**config.mk**
```make
export PLATFORM = sky130hd
export DESIGN_NAME = fifo_flags_flat
export DESIGN_NICKNAME = d
export VERILOG_FILES = /design/src/rtl/fifo_flags_if.sv /design/src/rtl/fifo_flags.sv /design/src/flat_wrapper.sv
export SDC_FILE = /design/constraint.sdc
export NUM_CORES = 1
export LEC_CHECK = 0
export CORE_UTILIZATION = 50
export DETAILED_ROUTE_END_ITERATION = 16
export HOLD_SLACK_MARGIN = 0.1
export MAX_ROUTING_LAYER = met4
export PLACE_DENSITY_LB_ADDON = 0.25
export SLEW_MARGIN = 20
export SYNTH_ARGS = -nofsm -noshare
export SYNTH_HDL_FRONTEND = slang
export SYNTH_SLANG_ARGS = --single-unit
```
**constraint.sdc**
```tcl
create_clock -name clock -period 2.45 [get_ports clock]
set_input_delay 0.49 -clock clock [delete_from_list [all_inputs] [get_ports clock]]
set_output_delay 0.49 -clock clock [all_outputs]
set_load 0.05 [all_outputs]
```
**src/rtl/fifo_flags_if.sv**
```systemverilog
// Producer/consumer-facing signal bundle for fifo_flags: write/read requests, data and status flags.
// The FIFO takes the slave side; the surrounding logic (or a bench) takes the master side.
interface fifo_flags_if #(
    parameter int DATA_W    = 10,
    parameter int FIFO_SIZE = 6
);
    localparam int CNT_W = $clog2(FIFO_SIZE + 1);

    logic              write;
    logic              read;
    logic [DATA_W-1:0] datain;
    logic              clr_err;
    logic [DATA_W-1:0] dataout;
    logic              val;
    logic              full;
    logic              empty;
    logic              almost_full;
    logic              almost_empty;
    logic [CNT_W-1:0]  count;
    logic              overflow;
    logic              underflow;

    modport master (
        output write, read, datain, clr_err,
        input  dataout, val, full, empty, almost_full, almost_empty, count, overflow, underflow
    );

    modport slave (
        input  write, read, datain, clr_err,
        output dataout, val, full, empty, almost_full, almost_empty, count, overflow, underflow
    );
endinterface

```
**src/rtl/fifo_flags.sv**
```systemverilog
// Single-clock FIFO of arbitrary depth with occupancy count, almost-full/empty thresholds and sticky errors.
// Latency: count/flags 1 cycle after the accepting edge; read data 1 cycle (FWFT=0) or 0 cycles (FWFT=1).
// Backpressure: a write is refused when full unless a read is accepted in the same cycle; refusals are flagged.
module fifo_flags #(
    parameter int DATA_W    = 10,
    parameter int FIFO_SIZE = 6,
    parameter int AF_LEVEL  = FIFO_SIZE - 1,
    parameter int AE_LEVEL  = 1,
    parameter bit FWFT      = 1'b0,
    localparam int CNT_W    = $clog2(FIFO_SIZE + 1)
) (
    input  logic        clock,
    input  logic        reset_n,
    fifo_flags_if.slave bus
);
    localparam int PTR_W = (FIFO_SIZE > 1) ? $clog2(FIFO_SIZE) : 1;
    localparam logic [PTR_W-1:0] PTR_LAST = PTR_W'(FIFO_SIZE - 1);
    localparam logic [CNT_W-1:0] CNT_FULL = CNT_W'(FIFO_SIZE);
    localparam logic [CNT_W-1:0] CNT_AF   = CNT_W'(AF_LEVEL);
    localparam logic [CNT_W-1:0] CNT_AE   = CNT_W'(AE_LEVEL);

    logic [DATA_W-1:0] mem_q [FIFO_SIZE];
    logic [PTR_W-1:0]  wr_ptr_q, wr_ptr_d;
    logic [PTR_W-1:0]  rd_ptr_q, rd_ptr_d;
    logic [CNT_W-1:0]  cnt_q, cnt_d;
    logic [DATA_W-1:0] dout_q, dout_d;
    logic              val_q, val_d;
    logic              ovf_q, ovf_d;
    logic              udf_q, udf_d;
    logic              is_full, is_empty, rd_ok, wr_ok;

    // Flags come only from the registered count, so request inputs never reach them combinationally.
    assign is_full  = (cnt_q == CNT_FULL);
    assign is_empty = (cnt_q == '0);
    assign rd_ok    = bus.read && !is_empty;
    assign wr_ok    = bus.write && (!is_full || rd_ok);

    always_comb begin
        wr_ptr_d = wr_ptr_q;
        rd_ptr_d = rd_ptr_q;
        cnt_d    = cnt_q;
        dout_d   = dout_q;
        val_d    = 1'b0;
        // Explicit wrap keeps non-power-of-two depths correct.
        if (wr_ok) begin
            wr_ptr_d = (wr_ptr_q == PTR_LAST) ? '0 : wr_ptr_q + PTR_W'(1);
        end
        if (rd_ok) begin
            rd_ptr_d = (rd_ptr_q == PTR_LAST) ? '0 : rd_ptr_q + PTR_W'(1);
            dout_d   = mem_q[rd_ptr_q];
            val_d    = 1'b1;
        end
        if (wr_ok && !rd_ok) begin
            cnt_d = cnt_q + CNT_W'(1);
        end else if (rd_ok && !wr_ok) begin
            cnt_d = cnt_q - CNT_W'(1);
        end
        // A new error in the same cycle as clr_err leaves the flag set.
        ovf_d = (bus.write && !wr_ok) || (ovf_q && !bus.clr_err);
        udf_d = (bus.read && !rd_ok) || (udf_q && !bus.clr_err);
    end

    always_ff @(posedge clock or negedge reset_n) begin
        if (!reset_n) begin
            wr_ptr_q <= '0;
            rd_ptr_q <= '0;
            cnt_q    <= '0;
            dout_q   <= '0;
            val_q    <= 1'b0;
            ovf_q    <= 1'b0;
            udf_q    <= 1'b0;
        end else begin
            wr_ptr_q <= wr_ptr_d;
            rd_ptr_q <= rd_ptr_d;
            cnt_q    <= cnt_d;
            dout_q   <= dout_d;
            val_q    <= val_d;
            ovf_q    <= ovf_d;
            udf_q    <= udf_d;
        end
    end

    always_ff @(posedge clock) begin
        if (wr_ok) begin
            mem_q[wr_ptr_q] <= bus.datain;
        end
    end

    // In FWFT mode the head entry is shown directly; gating on empty hides stale storage.
    assign bus.dataout      = FWFT ? (is_empty ? '0 : mem_q[rd_ptr_q]) : dout_q;
    assign bus.val          = FWFT ? !is_empty : val_q;
    assign bus.full         = is_full;
    assign bus.empty        = is_empty;
    assign bus.almost_full  = (cnt_q >= CNT_AF);
    assign bus.almost_empty = (cnt_q <= CNT_AE);
    assign bus.count        = cnt_q;
    assign bus.overflow     = ovf_q;
    assign bus.underflow    = udf_q;
endmodule

```
**src/flat_wrapper.sv**
```systemverilog
// flat-port wrapper written by rule: the top's interface ports become plain ports
module fifo_flags_flat 
#(
    parameter int DATA_W    = 10,
    parameter int FIFO_SIZE = 6,
    parameter int AF_LEVEL  = FIFO_SIZE - 1,
    parameter int AE_LEVEL  = 1,
    parameter bit FWFT      = 1'b0,
    localparam int CNT_W    = $clog2(FIFO_SIZE + 1)
)
  (clock, reset_n, bus_write, bus_read, bus_datain, bus_clr_err, bus_dataout, bus_val, bus_full, bus_empty, bus_almost_full, bus_almost_empty, bus_count, bus_overflow, bus_underflow);
  fifo_flags_if #(.DATA_W(DATA_W), .FIFO_SIZE(FIFO_SIZE)) bus_i ();
  input  logic clock;
  input  logic reset_n;
  input wire logic [$bits(bus_i.write)-1:0] bus_write;
  input wire logic [$bits(bus_i.read)-1:0] bus_read;
  input wire logic [$bits(bus_i.datain)-1:0] bus_datain;
  input wire logic [$bits(bus_i.clr_err)-1:0] bus_clr_err;
  output wire logic [$bits(bus_i.dataout)-1:0] bus_dataout;
  output wire logic [$bits(bus_i.val)-1:0] bus_val;
  output wire logic [$bits(bus_i.full)-1:0] bus_full;
  output wire logic [$bits(bus_i.empty)-1:0] bus_empty;
  output wire logic [$bits(bus_i.almost_full)-1:0] bus_almost_full;
  output wire logic [$bits(bus_i.almost_empty)-1:0] bus_almost_empty;
  output wire logic [$bits(bus_i.count)-1:0] bus_count;
  output wire logic [$bits(bus_i.overflow)-1:0] bus_overflow;
  output wire logic [$bits(bus_i.underflow)-1:0] bus_underflow;
  assign bus_i.write = bus_write;
  assign bus_i.read = bus_read;
  assign bus_i.datain = bus_datain;
  assign bus_i.clr_err = bus_clr_err;
  assign bus_dataout = bus_i.dataout;
  assign bus_val = bus_i.val;
  assign bus_full = bus_i.full;
  assign bus_empty = bus_i.empty;
  assign bus_almost_full = bus_i.almost_full;
  assign bus_almost_empty = bus_i.almost_empty;
  assign bus_count = bus_i.count;
  assign bus_overflow = bus_i.overflow;
  assign bus_underflow = bus_i.underflow;
  fifo_flags #(.DATA_W(DATA_W), .FIFO_SIZE(FIFO_SIZE), .AF_LEVEL(AF_LEVEL), .AE_LEVEL(AE_LEVEL), .FWFT(FWFT)) u_core (.clock(clock), .reset_n(reset_n), .bus(bus_i));
endmodule
```
==> results of run 1 <==
==> power groups by stage <==
stage | Clock (W) | Combinational (W) | Sequential (W)
finish | 0.000924 | 0.00219 | 0.00207
global route | 0.000994 | 0.00232 | 0.00210
CTS | 0.000935 | 0.00221 | 0.00207
detailed placement | 0 | 0.00220 | 0.00209
global placement | 0 | 0.00216 | 0.00209
floorplan | 0 | 0.00117 | 0.00246
==> kinds of logic after synthesis <==
| family | Yosys count | share of synthesized area |
|---|---|---|
| AOI/OAI and AO/OA | 36 | 0.0728 |
| xor gates and xnor gates | 5 | 0.0131 |
| adders and majority gates | 6 | 0.0225 |
| buffers and inverters | 18 | 0.0300 |
| DFF | 82 | 0.705 |
| muxes | 35 | 0.127 |
| and+or+nand+nor | 18 | 0.0296 |
==> sequential cells by signal, summed over array words and instances, names as in the netlist <==
signal / count
u_core.rd_ptr_q: 3
u_core.bus.count: 3
u_core.bus.dataout: 10
u_core.bus.overflow: 1
u_core.bus.val: 1
u_core.mem_q: 60
u_core.wr_ptr_q: 3
u_core.bus.underflow: 1
==> layout by cell type, fill, tap and decap left out <==
| cell | n |
|---|---|
| o21a_1 | 1 |
| nor3_2 | 1 |
| a222oi_1 | 10 |
| o21ai_1 | 1 |
| dfrtp_1 | 22 |
| o211ai_1 | 1 |
| edfxtp_1 | 60 |
| nand2b_1 | 1 |
| xnor2_1 | 3 |
| nor4bb_2 | 1 |
| clkdlybuf4s50_1 | 31 |
| inv_1 | 7 |
| nor2_1 | 5 |
| nor4_2 | 1 |
| nand3_1 | 1 |
| mux2i_1 | 1 |
| mux2_1 | 1 |
| a22o_1 | 2 |
| mux2_2 | 25 |
| inv_6 | 2 |
| nor2b_1 | 3 |
| nand2_1 | 3 |
| inv_8 | 1 |
| a21oi_1 | 20 |
| xor2_1 | 2 |
| clkbuf_8 | 9 |
| clkinvlp_4 | 2 |
| mux2_4 | 8 |
| ha_1 | 6 |
| o21ai_0 | 1 |
| clkinv_4 | 2 |
| buf_12 | 1 |
| buf_4 | 17 |
| nor4b_2 | 2 |
==> worst register-to-register path, stage by stage (launching register included) <==
cell	delay [ns]
dfrtp_1	0.44
inv_1	0.12
ha_1	0.21
nand2_1	0.13
o21ai_1	0.07
buf_4	0.17
nor4bb_2	0.26
buf_4	0.25
==> worst max path at each step <==
| stage | startpoint | to | slack (ns) | cells past startpoint |
|---|---|---|---|---|
| 6_report | u_core.bus.count[2] | bus_almost_empty | 0.24 | 2 |
| 4_1_cts | u_core.bus.count[2] | bus_almost_empty | 0.23 | 2 |
| 3_5_place_dp | bus_read | u_core.mem_q[5][8] | 0.38 | 5 |
| 2_1_floorplan | u_core.bus.count[0] | u_core.mem_q[5][0] | -0.06 | 5 |
| 5_1_grt | u_core.bus.count[1] | bus_empty | 0.15 | 5 |
| 3_3_place_gp | bus_read | u_core.mem_q[5][4] | 0.40 | 5 |
==> area by class of cell <==
type | count | area, µm²
clock inverters | 7 | 61.3
well taps | 77 | 96.3
clock buffers | 9 | 124
inverters | 7 | 26.3
flip-flops and latches | 82 | 2350
fillers | 465 | 2350
repair buffers | 49 | 458
multi-input cells | 100 | 913
==> routing by layer <==
layer  wire, µm  vias to the layer above  GRT usage
li1           -                      868          -
met1       2800                      962      0.270
met2       3170                       66      0.316
met3        335                       20     0.0406
met4        165                        0     0.0971
met5          0                        -          -
==> cells in the mapped netlist, types with 2 or more instances <==
library cell  instances
edfxtp_1             60
mux2_2               25
dfrtp_1              22
a21oi_1              20
a222oi_1             10
mux2_4                8
inv_1                 7
clkbuf_1              6
ha_1                  6
nor2_1                5
nand2_1               3
nor2b_1               3
xnor2_1               3
a22o_1                2
buf_6                 2
nor4b_1               2
xor2_1                2
==> per-stage QoR <==
step / hold slack, ns / worst slack (ns) / instance area (µm²)
floorplan: 0.194 / -0.0646 / 3370
global placement: 0.464 / 0.404 / 3850
detailed placement: 0.465 / 0.378 / 3850
CTS: 0.481 / 0.227 / 4030
global route: 0.498 / 0.151 / 4030
finish: 0.481 / 0.240 / 4030
==> impl_metrics.tcl, run 1 <==
set metrics [dict create \
    path_buf_inv 1 \
    reg2reg_from "u_core.bus.count[0]" \
    total_power_w 0.00518 \
    intPower_w 0.00313 \
    yosys_register_bits 82 \
    worstPathRequired_ns 1.96 \
    synth_area_leaders "edfxtp_1 (54%), dfrtp_1 (17%), mux2_2 (8.4%)" \
    wl_per_cell_um 19.5 \
    dieArea_um2 7000 \
    syn_area_um2 3340 \
    clock_path_buffers 2 \
    tns_ns 0 \
    die_w_um 83.7 \
    final-max-slew-violation-count 0 \
    cts_tree "yes" \
    fin_crit_sh 0.902 \
    powerDensity_nw_per_um2 1280 \
    regToRegEndpoint "u_core.mem_q[5][5]" \
    hpwl_um 4220 \
    yosysUniqueCellTypes 31 \
    crit_chain "nor2_1 > clkdlybuf4s50_1" \
    hp-class "in2async" \
    status "completed" \
    hold_violations 0 \
    rsz0062_at_grt "no" \
    grt_first_pass_wirelength_um 10400 \
    start_util 0.522 \
    dr.first_iter.drc_count 154 \
    maxCapViolations 0 \
    yosysWarnings 0 \
    clkTransAtPathRegs_ns 0.09 \
    arrival_ns 1.72 \
    postSynthNetCount 221 \
    ys_seq_area_frac 0.705 \
    drtAntennaViolNets 0 \
    grt_pass1_vias 1991 \
    p_comb_frac 0.423 \
    clock.fmax_mhz 453 \
    worst_setup_path_start_kind "flip-flop" \
    num_io_pins 35 \
    clk_latency_ns 0.36 \
    track_usage 0.207 \
    numCtsBuffers 9 \
    cpLargestDelayFamily "buffers and inverters" \
    finalSetupViolations 0 \
    portBuffers 34 \
    antenna_found_initial 0 \
    path_max_fanout 6 \
    rr_worst_depth 7 \
    worstSetupPathType "reg2out" \
    postCtsSetupBuffers 0 \
    swShare 0.396 \
    syn_area_per_cell_um2 16.7 \
    endpoint_kind "primary output" \
    pwr-share-seq 0.399 \
    antenna_cells 0 \
    coreArea_um2 6390 \
    die_h_um 83.7 \
    nets 270 \
    grt_max_degree 32 \
    cts.htree.levels 3 \
    p_sw_w 0.00205 \
    fin_crit_ns 2.21 \
    drc_errors 0 \
    synth_top_area_cell "edfxtp_1" \
    dp.cells 315 \
    synth_top_area_share 0.540 \
    utilization 0.631 \
    r2r_slack_ns 0.51 \
    viasPerCell 5.79 \
    fin_cells 331 \
    drive_gt1_frac 0.283 \
    vdd_drop_max_mv 0.968 \
    critPathSlowestCell "clkdlybuf4s50_1" \
    drt_first_pass_iters 4 \
    synthArstFlopShare 0.268 \
    fp-row-count 29 \
    clkSinkCount 82 \
    fin_worst_skew_ns 0.0125 \
    ys.flop_type "edfxtp_1" \
    vias 1916 \
    slowest_delay_ns 0.80 \
    routabilityCongestion 0.802 \
    cts_hold_buf 0 \
    maxSlewHeadroom 0.649 \
    area_growth_syn_to_layout_pct 20.9 \
    p_clk_frac 0.178 \
    cts_resized 0 \
    leakage_nw 1.49 \
    syn-instance-count 200 \
    grt-ovfl-total 0 \
    clock-root-buffer "clkbuf_8" \
    tightest_slew_ns 0.525 \
    synth-edff-count 60 \
    drt-total-wl_um 6470 \
]
Note: power is estimated with default switching activity, not from simulation.
==> run 2: changes to the inputs <==
clock period = 2.2 ns   (was 2.45 ns; I/O delays follow)
==> run 2 against run 1 <==
Critical path depth did not move; sequential power up 9.7%; setup slack worse by 0.11 ns; non-clock buffer count grew 11; die area did not move; critical endpoint is now bus_count[1]; total power rose by 15%; register-to-register slack got worse by 0.25 ns; first-iteration DRC count is 34% lower; wire length hardly changed; global-route usage increased by 0.14 points; largest power group unchanged; combinational power grew 19%.
==> impl_metrics.tcl, run 2 (synthesized netlist as in run 1, its figures left out) <==
set metrics [dict create \
    largest_reg_flops 60 \
    drt_first_pass_iters 5 \
    maxCapViolations 0 \
    area_growth_syn_to_layout_pct 24.8 \
    grt_first_pass_wirelength_um 10400 \
    nets 281 \
    drt-total-wl_um 6470 \
    final_cell_mix "edfxtp_1 (60), clkdlybuf4s50_1 (30), buf_4 (28), mux2_2 (25), dfrtp_1 (21)" \
    clk_latency_ns 0.34 \
    hp-class "in2async" \
    postPlaceCellArea_um2 3960 \
    final_common_cell "edfxtp_1" \
    drtAntennaViolNets 0 \
    fin_crit_sh 0.942 \
    worstPathRequired_ns 1.76 \
    portBuffers 34 \
    fillers 488 \
    fp-row-count 29 \
    routabilityCongestion 0.740 \
    track_usage 0.209 \
    cts_tree "yes" \
    utilization 0.652 \
    grt_pass1_vias 1968 \
    tightest_slew_ns 0.918 \
    clock.fmax_mhz 483 \
    worst_setup_path_start_kind "flip-flop" \
    hold_violations 0 \
    vias 1915 \
    fin_cells 342 \
    dp_slack_ns -0.211 \
    num_io_pins 35 \
    clock_path_buffers 2 \
    antenna_found_initial 0 \
    endpoint_kind "primary output" \
    hpwl_um 4380 \
    antenna_cells 0 \
    coreArea_um2 6390 \
    setup_ws_ns 0.129 \
    postCtsSetupBuffers 0 \
    grt-ovfl-total 0 \
    arrival_ns 1.63 \
    clkSinkCount 82 \
    final-max-slew-violation-count 0 \
    grt_max_degree 17 \
    dieArea_um2 7000 \
    drive_gt1_frac 0.317 \
    fin_area_um2 4160 \
    worstSetupPathType "reg2out" \
    vdd_drop_max_mv 1.00 \
    finalSetupViolations 0 \
    clock-root-buffer "clkbuf_8" \
    path_max_fanout 6 \
    rsz0062_at_grt "no" \
    cts_resized 2 \
    numCtsBuffers 9 \
    cts.htree.levels 3 \
    leakage_nw 1.58 \
    hold_slack_ns 0.414 \
    fin_crit_ns 2.07 \
    die_h_um 83.7 \
    die_w_um 83.7 \
    fin_worst_skew_ns 0.00950 \
    wl_per_cell_um 18.9 \
    dr.first_iter.drc_count 101 \
    start_util 0.522 \
    top_register "u_core.mem_q" \
    drc_errors 0 \
    powerDensity_nw_per_um2 1440 \
    dp.cells 326 \
    clkTransAtPathRegs_ns 0.08 \
    cts_hold_buf 0 \
    viasPerCell 5.60 \
    maxSlewHeadroom 0.387 \
    status "completed" \
]
==> run 2: cell count changes in the layout (fill, tap and decap cells not counted), sizes merged <==
cell           previous run  this run
clkinvlp                  2         0
clkbuf                    9        11
clkinv                    2         3
bufinv                    0         1
buf                      18        29
dlygate4sd2               0         1
clkdlybuf4s50            31        30
inv                      10         8
==> run 2: worst paths after layout <==
check                                           from                    end  slack, ns  depth (start not counted)
worst max-delay path             u_core.bus.count[1]           bus_count[1]       0.13                          2
worst min-delay path                         reset_n   u_core.bus.underflow       0.41                          1
worst max register to register   u_core.bus.count[0]    u_core.bus.count[2]       0.26                          8
worst min register to register  u_core.bus.underflow   u_core.bus.underflow       0.52                          1
max in group asynchronous                    reset_n  u_core.bus.dataout[8]       1.22                          2
min in group clock              u_core.bus.underflow   u_core.bus.underflow       0.52                          1
==> run 2: layout make-up <==
cell class / instances / area (µm²) / area share
clock buffer: 11 / 141 / 0.0340
clock inverter: 5 / 61.3 / 0.0147
inverter: 7 / 26.3 / 0.00631
multi-input combinational: 100 / 943 / 0.227
sequential: 82 / 2350 / 0.566
tap: 77 / 96.3 / 0.0232
timing repair buffer: 60 / 539 / 0.130
==> run 2: per-stage QoR <==
step,power [W],TNS [ns]
3_5_place_dp,0.00492,-0.440
2_1_floorplan,0.00408,-1.34
6_report,0.00598,0
5_1_grt,0.00626,0
3_3_place_gp,0.00488,-0.370
4_1_cts,0.00602,0
==> run 2: report_power, final <==
part / internal, W / switching, W
combinational: 0.00112 / 0.00149
clock: 0.000562 / 0.000536
sequential: 0.00204 / 0.000231
==> run 2: worst max-delay path, stage by stage (launching register included) <==
cell and delay [ns]:
dfrtp_1 0.35, buf_4 0.15, clkdlybuf4s50_1 0.80
==> run 2: layer usage <==
metal | GRT usage | part of all wire
met3 | 0.0465 | 0.050
met4 | 0.100 | 0.010
met5 | - | 0
met2 | 0.316 | 0.50
met1 | 0.270 | 0.44
==> run 3: changes to the inputs <==
CAP_MARGIN = 25   (was not set)
==> results of run 3 <==
The final DEF is identical to that of run 2; final timing and power are the same.
